## src/rtl/system_top_dual_pico.sv

```systemverilog
// Dual-controller XTEA demo. pico1 streams a ROM job into a byte FIFO.
// pico2 drains it, decrypts it and stores the plaintext in mem3.
//
// Ports:
//   clk             - system clock, rising edge
//   rst             - asynchronous active-low reset
//   xtea_ready      - result valid, sticky until reset
//   xtea_result_out - plaintext {v0,v1}

// Byte FIFO, first-word-fall-through.
// Ports: wr_en/din/full write side, rd_en/dout/empty read side.
module byte_fifo #(
    parameter int unsigned FIFO_DEPTH = 16
) (
    input  logic       clk,
    input  logic       rst,
    input  logic       wr_en,
    input  logic [7:0] din,
    output logic       full,
    input  logic       rd_en,
    output logic [7:0] dout,
    output logic       empty
);
    localparam int AW = $clog2(FIFO_DEPTH);

    logic [7:0]  mem_q [FIFO_DEPTH];
    logic [AW-1:0] wr_ptr_q, wr_ptr_d;
    logic [AW-1:0] rd_ptr_q, rd_ptr_d;
    logic [AW:0]   count_q, count_d;
    logic          wr_acc, rd_acc;

    assign full   = (count_q == (AW+1)'(FIFO_DEPTH));
    assign empty  = (count_q == '0);
    assign dout   = mem_q[rd_ptr_q];
    assign wr_acc = wr_en && !full;
    assign rd_acc = rd_en && !empty;

    always_comb begin
        wr_ptr_d = wr_ptr_q;
        rd_ptr_d = rd_ptr_q;
        count_d  = count_q;
        if (wr_acc) wr_ptr_d = wr_ptr_q + 1'b1;
        if (rd_acc) rd_ptr_d = rd_ptr_q + 1'b1;
        if (wr_acc && !rd_acc) count_d = count_q + 1'b1;
        if (rd_acc && !wr_acc) count_d = count_q - 1'b1;
    end

    always_ff @(posedge clk or negedge rst) begin
        if (!rst) begin
            wr_ptr_q <= '0;
            rd_ptr_q <= '0;
            count_q  <= '0;
        end else begin
            wr_ptr_q <= wr_ptr_d;
            rd_ptr_q <= rd_ptr_d;
            count_q  <= count_d;
        end
    end

    // Storage needs no reset: count gates every read.
    always_ff @(posedge clk) begin
        if (wr_acc) mem_q[wr_ptr_q] <= din;
    end
endmodule

// 8x8 result RAM, cleared by reset.
// Ports: we/addr/wdata write port.
module result_ram (
    input  logic       clk,
    input  logic       rst,
    input  logic       we,
    input  logic [2:0] addr,
    input  logic [7:0] wdata
);
    logic [7:0] ram [0:7];

    always_ff @(posedge clk or negedge rst) begin
        if (!rst) begin
            for (int i = 0; i < 8; i++) ram[i] <= 8'h00;
        end else if (we) begin
            ram[addr] <= wdata;
        end
    end
endmodule

// Iterative XTEA decryption core, one full cycle per clock.
// Ports: start/v_in/k_in request, ready/result sticky response.
module xtea_dec_core #(
    parameter int unsigned ROUNDS = 32,
    parameter logic [31:0] DELTA  = 32'h9E3779B9
) (
    input  logic         clk,
    input  logic         rst,
    input  logic         start,
    input  logic [63:0]  v_in,
    input  logic [127:0] k_in,
    output logic         ready,
    output logic [63:0]  result
);
    localparam int RW = $clog2(ROUNDS + 1);
    localparam logic [RW-1:0] LAST = RW'(ROUNDS - 1);
    localparam logic [31:0] SUM_INIT = DELTA * ROUNDS;

    logic          busy_q, busy_d;
    logic [RW-1:0] round_q, round_d;
    logic [31:0]   v0_q, v0_d, v1_q, v1_d;
    logic [31:0]   sum_q, sum_d;
    logic [127:0]  k_q, k_d;
    logic          ready_q, ready_d;
    logic [63:0]   result_q, result_d;
    logic [31:0]   ka, kb, t1, t2, v0_n, v1_n, sum_n;

    function automatic logic [31:0] key_word(
        input logic [127:0] k, input logic [1:0] i);
        case (i)
            2'd0:    return k[127:96];
            2'd1:    return k[95:64];
            2'd2:    return k[63:32];
            default: return k[31:0];
        endcase
    endfunction

    always_comb begin
        busy_d   = busy_q;
        round_d  = round_q;
        v0_d     = v0_q;
        v1_d     = v1_q;
        sum_d    = sum_q;
        k_d      = k_q;
        ready_d  = ready_q;
        result_d = result_q;
        // v1 update uses the old sum, v0 update the decremented one.
        ka    = key_word(k_q, sum_q[12:11]);
        t1    = (((v0_q << 4) ^ (v0_q >> 5)) + v0_q) ^ (sum_q + ka);
        v1_n  = v1_q - t1;
        sum_n = sum_q - DELTA;
        kb    = key_word(k_q, sum_n[1:0]);
        t2    = (((v1_n << 4) ^ (v1_n >> 5)) + v1_n) ^ (sum_n + kb);
        v0_n  = v0_q - t2;
        if (busy_q) begin
            v0_d    = v0_n;
            v1_d    = v1_n;
            sum_d   = sum_n;
            round_d = round_q + 1'b1;
            if (round_q == LAST) begin
                busy_d   = 1'b0;
                ready_d  = 1'b1;
                result_d = {v0_n, v1_n};
            end
        end else if (start && !ready_q) begin
            busy_d  = 1'b1;
            round_d = '0;
            v0_d    = v_in[63:32];
            v1_d    = v_in[31:0];
            k_d     = k_in;
            sum_d   = SUM_INIT;
        end
    end

    always_ff @(posedge clk or negedge rst) begin
        if (!rst) begin
            busy_q   <= 1'b0;
            round_q  <= '0;
            v0_q     <= '0;
            v1_q     <= '0;
            sum_q    <= '0;
            k_q      <= '0;
            ready_q  <= 1'b0;
            result_q <= '0;
        end else begin
            busy_q   <= busy_d;
            round_q  <= round_d;
            v0_q     <= v0_d;
            v1_q     <= v1_d;
            sum_q    <= sum_d;
            k_q      <= k_d;
            ready_q  <= ready_d;
            result_q <= result_d;
        end
    end

    assign ready  = ready_q;
    assign result = result_q;
endmodule

module system_top_dual_pico #(
    parameter int unsigned FIFO_DEPTH = 16,
    parameter int unsigned ROUNDS     = 32,
    parameter logic [31:0] DELTA      = 32'h9E3779B9
) (
    input  logic        clk,
    input  logic        rst,
    output logic        xtea_ready,
    output logic [63:0] xtea_result_out
);
    typedef enum logic [2:0] {
        LOAD, START, WAIT, STORE, HALT
    } state_t;

    logic         wr_en, full, rd_en, empty;
    logic [7:0]   din, dout;
    logic [4:0]   idx_q, idx_d;
    state_t       state_q, state_d;
    logic [4:0]   cnt_q, cnt_d;
    logic [191:0] job_q, job_d;
    logic [2:0]   addr_q, addr_d;
    logic         start, ram_we;
    logic [7:0]   ram_wdata;

    // pico1: mem1 ROM feeding the FIFO.
    always_comb begin
        din = 8'h00;
        case (idx_q)
            5'd0: din = 8'hC3;
            5'd1: din = 8'hB9;
            5'd2: din = 8'h0E;
            5'd3: din = 8'hB5;
            5'd4: din = 8'h22;
            5'd5: din = 8'h56;
            5'd6: din = 8'hFE;
            5'd7: din = 8'h61;
            default: if (idx_q < 5'd24) din = {3'b000, idx_q - 5'd8};
        endcase
    end

    assign wr_en = (idx_q < 5'd24) && !full;
    assign idx_d = wr_en ? idx_q + 5'd1 : idx_q;

    byte_fifo #(.FIFO_DEPTH(FIFO_DEPTH)) fifo_inst (
        .clk  (clk),
        .rst  (rst),
        .wr_en(wr_en),
        .din  (din),
        .full (full),
        .rd_en(rd_en),
        .dout (dout),
        .empty(empty)
    );

    // pico2: drain, decrypt, store.
    assign rd_en = (state_q == LOAD) && !empty;
    assign start = (state_q == START);

    always_comb begin
        state_d = state_q;
        cnt_d   = cnt_q;
        job_d   = job_q;
        addr_d  = addr_q;
        ram_we  = 1'b0;
        case (state_q)
            LOAD: if (rd_en) begin
                job_d = {job_q[183:0], dout};
                cnt_d = cnt_q + 5'd1;
                if (cnt_q == 5'd23) state_d = START;
            end
            START: state_d = WAIT;
            WAIT:  if (xtea_ready) state_d = STORE;
            STORE: begin
                ram_we = 1'b1;
                if (addr_q == 3'd7) state_d = HALT;
                else addr_d = addr_q + 3'd1;
            end
            default: state_d = HALT;
        endcase
    end

    always_comb begin
        ram_wdata = 8'h00;
        for (int i = 0; i < 8; i++) begin
            if (addr_q == 3'(i)) ram_wdata = xtea_result_out[63-8*i -: 8];
        end
    end

    always_ff @(posedge clk or negedge rst) begin
        if (!rst) begin
            idx_q   <= '0;
            state_q <= LOAD;
            cnt_q   <= '0;
            job_q   <= '0;
            addr_q  <= '0;
        end else begin
            idx_q   <= idx_d;
            state_q <= state_d;
            cnt_q   <= cnt_d;
            job_q   <= job_d;
            addr_q  <= addr_d;
        end
    end

    xtea_dec_core #(.ROUNDS(ROUNDS), .DELTA(DELTA)) core_inst (
        .clk   (clk),
        .rst   (rst),
        .start (start),
        .v_in  (job_q[191:128]),
        .k_in  (job_q[127:0]),
        .ready (xtea_ready),
        .result(xtea_result_out)
    );

    result_ram ram_mem3 (
        .clk  (clk),
        .rst  (rst),
        .we   (ram_we),
        .addr (addr_q),
        .wdata(ram_wdata)
    );
endmodule

```

## config.mk

```make
export PLATFORM = sky130hd
export DESIGN_NAME = system_top_dual_pico
export DESIGN_NICKNAME = d
export VERILOG_FILES = /design/src/rtl/system_top_dual_pico.sv
export SDC_FILE = /design/constraint.sdc
export NUM_CORES = 2
export LEC_CHECK = 0
export ABC_AREA = 1
export CORE_MARGIN = 4
export CORE_UTILIZATION = 55
export CTS_CLUSTER_SIZE = 40
export DETAILED_ROUTE_END_ITERATION = 10
export HOLD_SLACK_MARGIN = 0.12
export PLACE_DENSITY = 0.73
export SYNTH_ARGS = -nofsm -noshare
export SYNTH_HDL_FRONTEND = slang
export SYNTH_SLANG_ARGS = --single-unit
export TNS_END_PERCENT = 50
```

## constraint.sdc

```tcl
create_clock -name clk -period 14.7 [get_ports clk]
set_input_delay 2.94 -clock clk [delete_from_list [all_inputs] [get_ports clk]]
set_output_delay 2.94 -clock clk [all_outputs]
set_load 0.01 [all_outputs]
```

==> qor.csv <==
stage;metric;value;unit
status;status;finished, final reports clean;
pwr;irDropWorstVdd;138;uV
synthesis;synthCells;4797;
routing;drt_first_iter_violations;3807;
pwr;clkPwrFrac;0.498;
timing;maxSlewViolCount;0;
synthesis;synthArstFlopShare;0.802;
routing;wl_per_cell;20.6;um
setup_path;worst_path_largest_cell_delay;0.77;ns
clock_network;cts.sinks;645;
die;initial_core_util;0.559;
setup_path;cp_slowest_cell;xor2_1;
routing;wl;119;mm
global_routing;use_met3;0.0535;
finish;area_growth;10.1;%
place;dpl.hpwl;87.3;mm
setup_path;cpLargestDelayFamily;compound AO/OA/AOI/OAI gates;
synthesis;yosysMostFrequentCell;nand2_1;
global_routing;overflow;0;
global_routing;grt.met2_usage;0.486;
setup_path;arrival;10.37;ns
setup_path;cp-start-kind;flip-flop;
synthesis;synth_top_area_share;0.335;
synthesis;synth-seq-area-share;0.434;
setup_path;critPathCaptureType;flip-flop;
clock_network;cts_resized;0;
synthesis;synth_area_per_cell;8.05;um2
routing;final_antenna_net_count;0;
finish;instances_no_fill;5785;
global_routing;grt_pass1_vias;31200;
timing;whs;0.474;ns
die;die-area;74600;um2
synthesis;yosys_warnings;0;
setup_path;crit_top_cell;nand2_1;
clock_network;cts-root-buf;clkbuf_16;
place;gp_congestion;0.984;
global_routing;antenna_found_initial;2;
pwr;seq_power_share;0.494;
finish;layout-drive-gt1-share;0.0548;
timing;clock_skew;0.0601;ns
synthesis;synth-edff-count;128;
synthesis;synth_area_leaders;dfrtp_1 33%, nand2_1 13%, edfxtp_1 9.9%;
routing;first_pass_iters;6;
timing;slew_headroom;0.230;
synthesis;synth_nets;5017;
clock_network;cts_hold_buf;0;
timing;setup_tns;0;ns
timing;hold_viol_final;0;
pwr;finalPower;0.00368;W
pwr;power.leakage;20.0;nW
timing;rsz0062_at_grt;false;
global_routing;track_usage;0.318;
synthesis;yosys-top-cells-count;1371 x nand2_1, 517 x dfrtp_1, 496 x inv_1, 433 x o21ai_0, 284 x nor2_1;
synthesis;synth_ff_type;dfrtp_1;
synthesis;synthDistinctLibCells;70;
pwr;switchingPower;0.000818;W
clock_network;cts_inserted_buffers;72;
global_routing;grt_pass1_wl;185;mm
setup_path;critPathKind;flip-flop to flip-flop;
die;die_w;273;um
clock_network;clk_pin_slew;0.06;ns
clock_network;clk_path_buf_depth;3;
synthesis;yosysTopAreaCell;dfrtp_1;
global_routing;grt-busiest-layer;met2;
timing;fmax;101;MHz
setup_path;cp_max_fo;39;
routing;vias;33400;
synthesis;netlist_area;38600;um2
place;port_buffers;66;
finish;nets;5019;
die;ios;67;
setup_path;required;15.21;ns
pwr;combPwrFrac;0.008;
pwr;intPower;0.00286;W
global_routing;grt_max_degree;151;
global_routing;grt_util_met1;0.467;
setup_path;path_buf_inv;5;
place;placedCellCount;5656;
die;core_area;69100;um2
clock_network;cts_setup_buffers;0;
timing;min_period_over_period;0.670;
run;maxCapViolCount;0;
clock_network;clk_latency;0.65;ns
finish;diodes;0;
pwr;sw_frac_of_total;0.222;
clock_network;cts_tree;yes;
routing;viasPerCell;5.78;
synthesis;ys_ff_latch;645;
timing;period_minus_slack;9.85;ns
finish;nFillCells;6062;
pwr;power.density;86.5;nW/um2
timing;setup_violations;0;
clock_network;htreeDepth;3;
timing;tightest_slew;1.15;ns
worst_hold_path;worstHoldPathType;flip-flop to flip-flop;
die;die_h;273;um
die;rows;96;
routing;drcViolationCount;0;
[tightest hold or removal path, delay by kind of cell, from the launching register on]
| kind | cells | cell delay [ns] |
|---|---|---|
| DFF | 1 | 0.34 |
| and+or+nand+nor | 2 | 0.10 |
[cell type report]
class	instances	area, um2	area share
Clock buffer	105	2050	0.0481
Inverter	507	1910	0.0450
Multi-Input combinational cell	3475	19300	0.455
Timing Repair Buffer	98	931	0.0219
Sequential cell	645	16800	0.394
Tap cell	931	1160	0.0274
Clock inverter	24	370	0.00871
[per-stage QoR]
| stage | instance area, um2 | utilization | setup slack [ns] |
|---|---|---|---|
| final | 42500 | 0.616 | 4.85 |
| after global routing | 42500 | 0.616 | 4.30 |
| after CTS | 42500 | 0.616 | 5.18 |
| after detailed placement | 40100 | 0.581 | 5.24 |
| after global placement | 40100 | 0.581 | 5.20 |
| after floorplan | 38600 | - | 7.24 |
[metal layers]
layer,vias to the layer above,wire (um),share of wire
met5,-,13,0.00011
met4,2,4070,0.034
met3,208,10200,0.086
met2,1360,51900,0.44
met1,16000,52700,0.44
li1,15900,-,-
[power groups by stage]
stage,clock [W],combinational (W),sequential (W)
after floorplan,0,0.0000000112,0.00185
after global placement,0,0.0000316,0.00185
after detailed placement,0,0.0000318,0.00185
after CTS,0.00186,0.0000318,0.00182
after global routing,0.00193,0.0000350,0.00182
final,0.00183,0.0000297,0.00182
[registers in the layout (all words and copies together) (netlist names), 3 cells and up]
register,cells
job_q,192
core_inst.k_q,128
fifo_inst.mem_q,128
core_inst.result,64
core_inst.sum_q,32
core_inst.v0_q,32
core_inst.v1_q,32
core_inst.round_q,6
cnt_q,5
fifo_inst.count_q,5
idx_q,5
fifo_inst.rd_ptr_q,4
fifo_inst.wr_ptr_q,4
addr_q,3
state_q,3
[path summary, 6_finish.rpt]
kind,startpoint,end,slack [ns],depth (start not counted)
min in group asynchronous,rst,job_q[39],2.39,1
hold / removal,addr_q[1],addr_q[1],0.47,2
hold reg to reg,addr_q[1],addr_q[1],0.47,2
setup reg to reg,core_inst.sum_q[12],core_inst.v0_q[29],4.85,44
setup / recovery,core_inst.sum_q[12],core_inst.v0_q[29],4.85,44
max in group asynchronous,rst,core_inst.busy_q,10.23,3
[cells in the final DEF (no fill, tap or decap), types with 10 or more instances in the layout]
cell             synthesis  routed
dfrtp_1                517     516
a21o_1                  24      24
o21ai_0                433     433
xor2_1                 204     204
nand2_1               1371    1369
o2111ai_1               31      31
clkdlybuf4s50_1          0      65
nand4_1                 18      18
or2_2                   14      14
o21bai_1                16      16
buf_4                    1      30
o22ai_1                 83      83
clkbuf_16                0      72
nor3_1                  43      43
nand3_1                144     144
o211ai_1                31      31
nand2_2                 30      31
nor2_1                 284     281
o221ai_1                10      10
ha_1                   211     210
o21ai_1                 12      12
o21ai_2                 11      11
inv_1                  496     493
a211oi_1                36      36
clkbuf_1               158      21
a31oi_1                 22      22
a21oi_1                239     239
xnor2_1                 81      81
edfxtp_1               128     128
clkbuf_8                 0      12
[cell families after synthesis]
| kind of cell | after synthesis | share of synthesized area |
|---|---|---|
| adder cells (fa/ha/maj) | 218 | 0.0720 |
| flip-flops | 645 | 0.434 |
| XOR/XNOR | 295 | 0.0702 |
| AND/OR/NAND/NOR | 1957 | 0.206 |
| buffers and inverters | 677 | 0.0661 |
| AO/OA/AOI/OAI | 1005 | 0.151 |
No activity file was read; power rests on OpenSTA's default activity.
==> patch: new RTL, config.mk and constraints unchanged <==
One comparison of `cnt_q` changes from == to >=.
--- a/src/rtl/system_top_dual_pico.sv
+++ b/src/rtl/system_top_dual_pico.sv
@@ -253,3 +253,3 @@
                 cnt_d = cnt_q + 5'd1;
-                if (cnt_q == 5'd23) state_d = START;
+                if (cnt_q >= 5'd23) state_d = START;
             end
Function: same outputs for any inputs over 4 cycles, from zero or initial values and one cycle with rst low; that may be too few to reach the edited logic, so the function may still have changed.
==> patch against the unedited design <==
- clock power up 2%
- non-clock buffer count increased by 5
- area after synthesis is 0.74% lower
- power is 1.1% higher
- cell count up 0.21%
- setup slack worse by 0.52 ns
- critical path depth rose by 4
- wire length is 2.4% higher
- cell area is 0.44% lower
- critical endpoint is now core_inst.v0_q[31]$_DFFE_PN0P_
- global-route usage grew 0.68 points
- sequential cell count did not move
- largest cell class unchanged
==> patch: results (changes against the unedited design) <==
- The internal power consumption is 2.90 mW (+1.3%).
- The layout cell share with drive strength beyond 1 is 4.79% (-0.69 points).
- The pin count of the biggest net entering global routing is 164 (+8.6%).
- The data arrival at the endpoint of the critical path was 10.89 ns (+0.52 ns).
- The total instance count after detailed placement is 5667 (+0.19%).
- The routed metal-1 wire length is 52000 microns (-1.2%).
- The length of routed met2 wiring is 53500 microns (+3.1%).
- The setup slack at placement is 4.57 ns (-0.674 ns).
- The initial antenna violation count is 4 (+2).
- The met1 demand-to-capacity share in global routing was 45.0% (-1.8 points).
- The number of vias per cell after detailed routing was 5.74 (-0.54%).
- The Yosys warning count is 0 (unchanged).
- The number of buffers between clock root and the deepest sink is 3 (unchanged).
- The worst max-slew margin expressed relative to the limit is 28.4% (+5.4 points).
- In the post-synthesis netlist, the biggest area contributors are sky130_fd_sc_hd__dfrtp_1 (34%), sky130_fd_sc_hd__nand2_1 (14%), sky130_fd_sc_hd__edfxtp_1 (10%), sky130_fd_sc_hd__ha_1 (6.8%), sky130_fd_sc_hd__o21ai_0 (5.6%).
- The sum of met3 wire segment lengths after detailed routing is 11100 microns (+8.8%).
- The category of cells accounting for the largest share of critical-path delay is simple AND/OR/NAND/NOR gates.
- The worst-case clock skew came to 0.0504 ns (-0.00974 ns).
- The number of gates given a new drive strength after cts was 0 (unchanged).
- The buffers inserted during post-CTS setup optimization is 0 (unchanged).
- The met3 layer usage reported by global route is 8.01% (+2.7 points).
- The cell leakage power is 20.2 nW (+0.84%).
- The starting DRC count in detailed routing is 3384 (-11%).
- The flow ran to the end, and the final reports show no timing, DRC or antenna violations.
- The first-pass GRT wire length is 187000 microns (+1.0%).
- The number of global-route vias before repair is 31723 (+1.7%).
- On the critical path, the stage with the largest delay is an instance of sky130_fd_sc_hd__nor4_1.
- The part of the total power dissipated in the clock network is 50.3% (+0.5 points).
- The count of cell types in the netlist is 59 (-16%).
- The overall track demand over capacity in global routing is 32.5% (+0.68 points).
- The total nets after synthesis is 5022 (+0.10%).
- The number of antenna cells inserted is 0 (unchanged).
- The routability-driven placement congestion ratio is 0.988 (+0.37%).
- The routed wire length per instance is 21.0 microns (+2.2%).
- The met2 layer usage reported by global route came to 50.2% (+1.6 points).
- The half-perimeter wire length of the detailed placement result was 88900 microns (+1.9%).
- The sum of routed wire length over all layers is 122000 microns (+2.4%).
- In the synthesized netlist, the cells that appear most often are sky130_fd_sc_hd__nand2_1 (1408), sky130_fd_sc_hd__inv_1 (523), sky130_fd_sc_hd__dfrtp_1 (517), sky130_fd_sc_hd__o21ai_0 (426), sky130_fd_sc_hd__nor2_1 (282).
- Clock-pin slew was measured on the worst setup and hold paths at 0.07 ns.
- The CTS buffer count is 71 (-1.4%).
- The largest stage delay on the critical path is 0.56 ns (-0.21 ns).
- The count of mapped cells out of synthesis is 4804 (+0.15%).
- The most common flop cell mapped by yosys is sky130_fd_sc_hd__dfrtp_1.
- The sequential share of the synthesized area is 43.8% (+0.32 points).
- The worst supply voltage drop on vdd is 0.109 mV (-21%).
- The number of fill cells in the layout is 6077 (+0.25%).
[patch: cell count changes after synthesis, sizes merged, moves of 7 or more]
cell   change
a21o      -11
nand2     +16
buf        +7
nor2       -8
nor3      -11
inv       +23
o21ai      -9
[patch: logic make-up (layout without fill, tap and decap cells)]
kind of cell,Yosys count,after routing,share of synthesized area [%]
flops,645,645,43.8
buf+inv,703,765,6.90
mux,2,2,0.0587
compound gates,994,994,15.0
simple gates,1951,1951,20.3
fa+ha+maj,216,216,7.18
xor+xnor,293,293,6.75
[patch: path summary, 6_finish.rpt]
kind                                            startpoint                        endpoint  slack (ns)  depth (start not counted)
max                        core_inst.sum_q[12]$_DFFE_PN0P_  core_inst.v0_q[31]$_DFFE_PN0P_        4.33                         48
min                                   cnt_q[4]$_DFFE_PN0P_            cnt_q[4]$_DFFE_PN0P_        0.47                          1
max reg2reg                core_inst.sum_q[12]$_DFFE_PN0P_  core_inst.v0_q[31]$_DFFE_PN0P_        4.33                         48
min reg2reg                           cnt_q[4]$_DFFE_PN0P_            cnt_q[4]$_DFFE_PN0P_        0.47                          1
max in group asynchronous                              rst  core_inst.v1_q[17]$_DFFE_PN0P_        9.89                          3
min in group asynchronous                              rst           job_q[70]$_DFFE_PN0P_        2.39                          1
[patch: area by class of cell]
class	count	area (sq um)	area share [%]
repair buffers	103	956	2.26
multi-input cells	3456	19000	44.8
clock inverters	36	546	1.29
flip-flops and latches	645	16800	39.6
clock buffers	94	1940	4.59
inverters	532	2000	4.73
well taps	931	1160	2.75
[patch: through the flow]
stage	utilization [%]	total power [mW]	instance area, sq um
floorplan	-	1.85	38400
global placement	57.9	1.88	39900
detailed placement	57.9	1.88	39900
CTS	61.5	3.75	42400
global route	61.5	3.83	42400
finish	61.5	3.72	42400
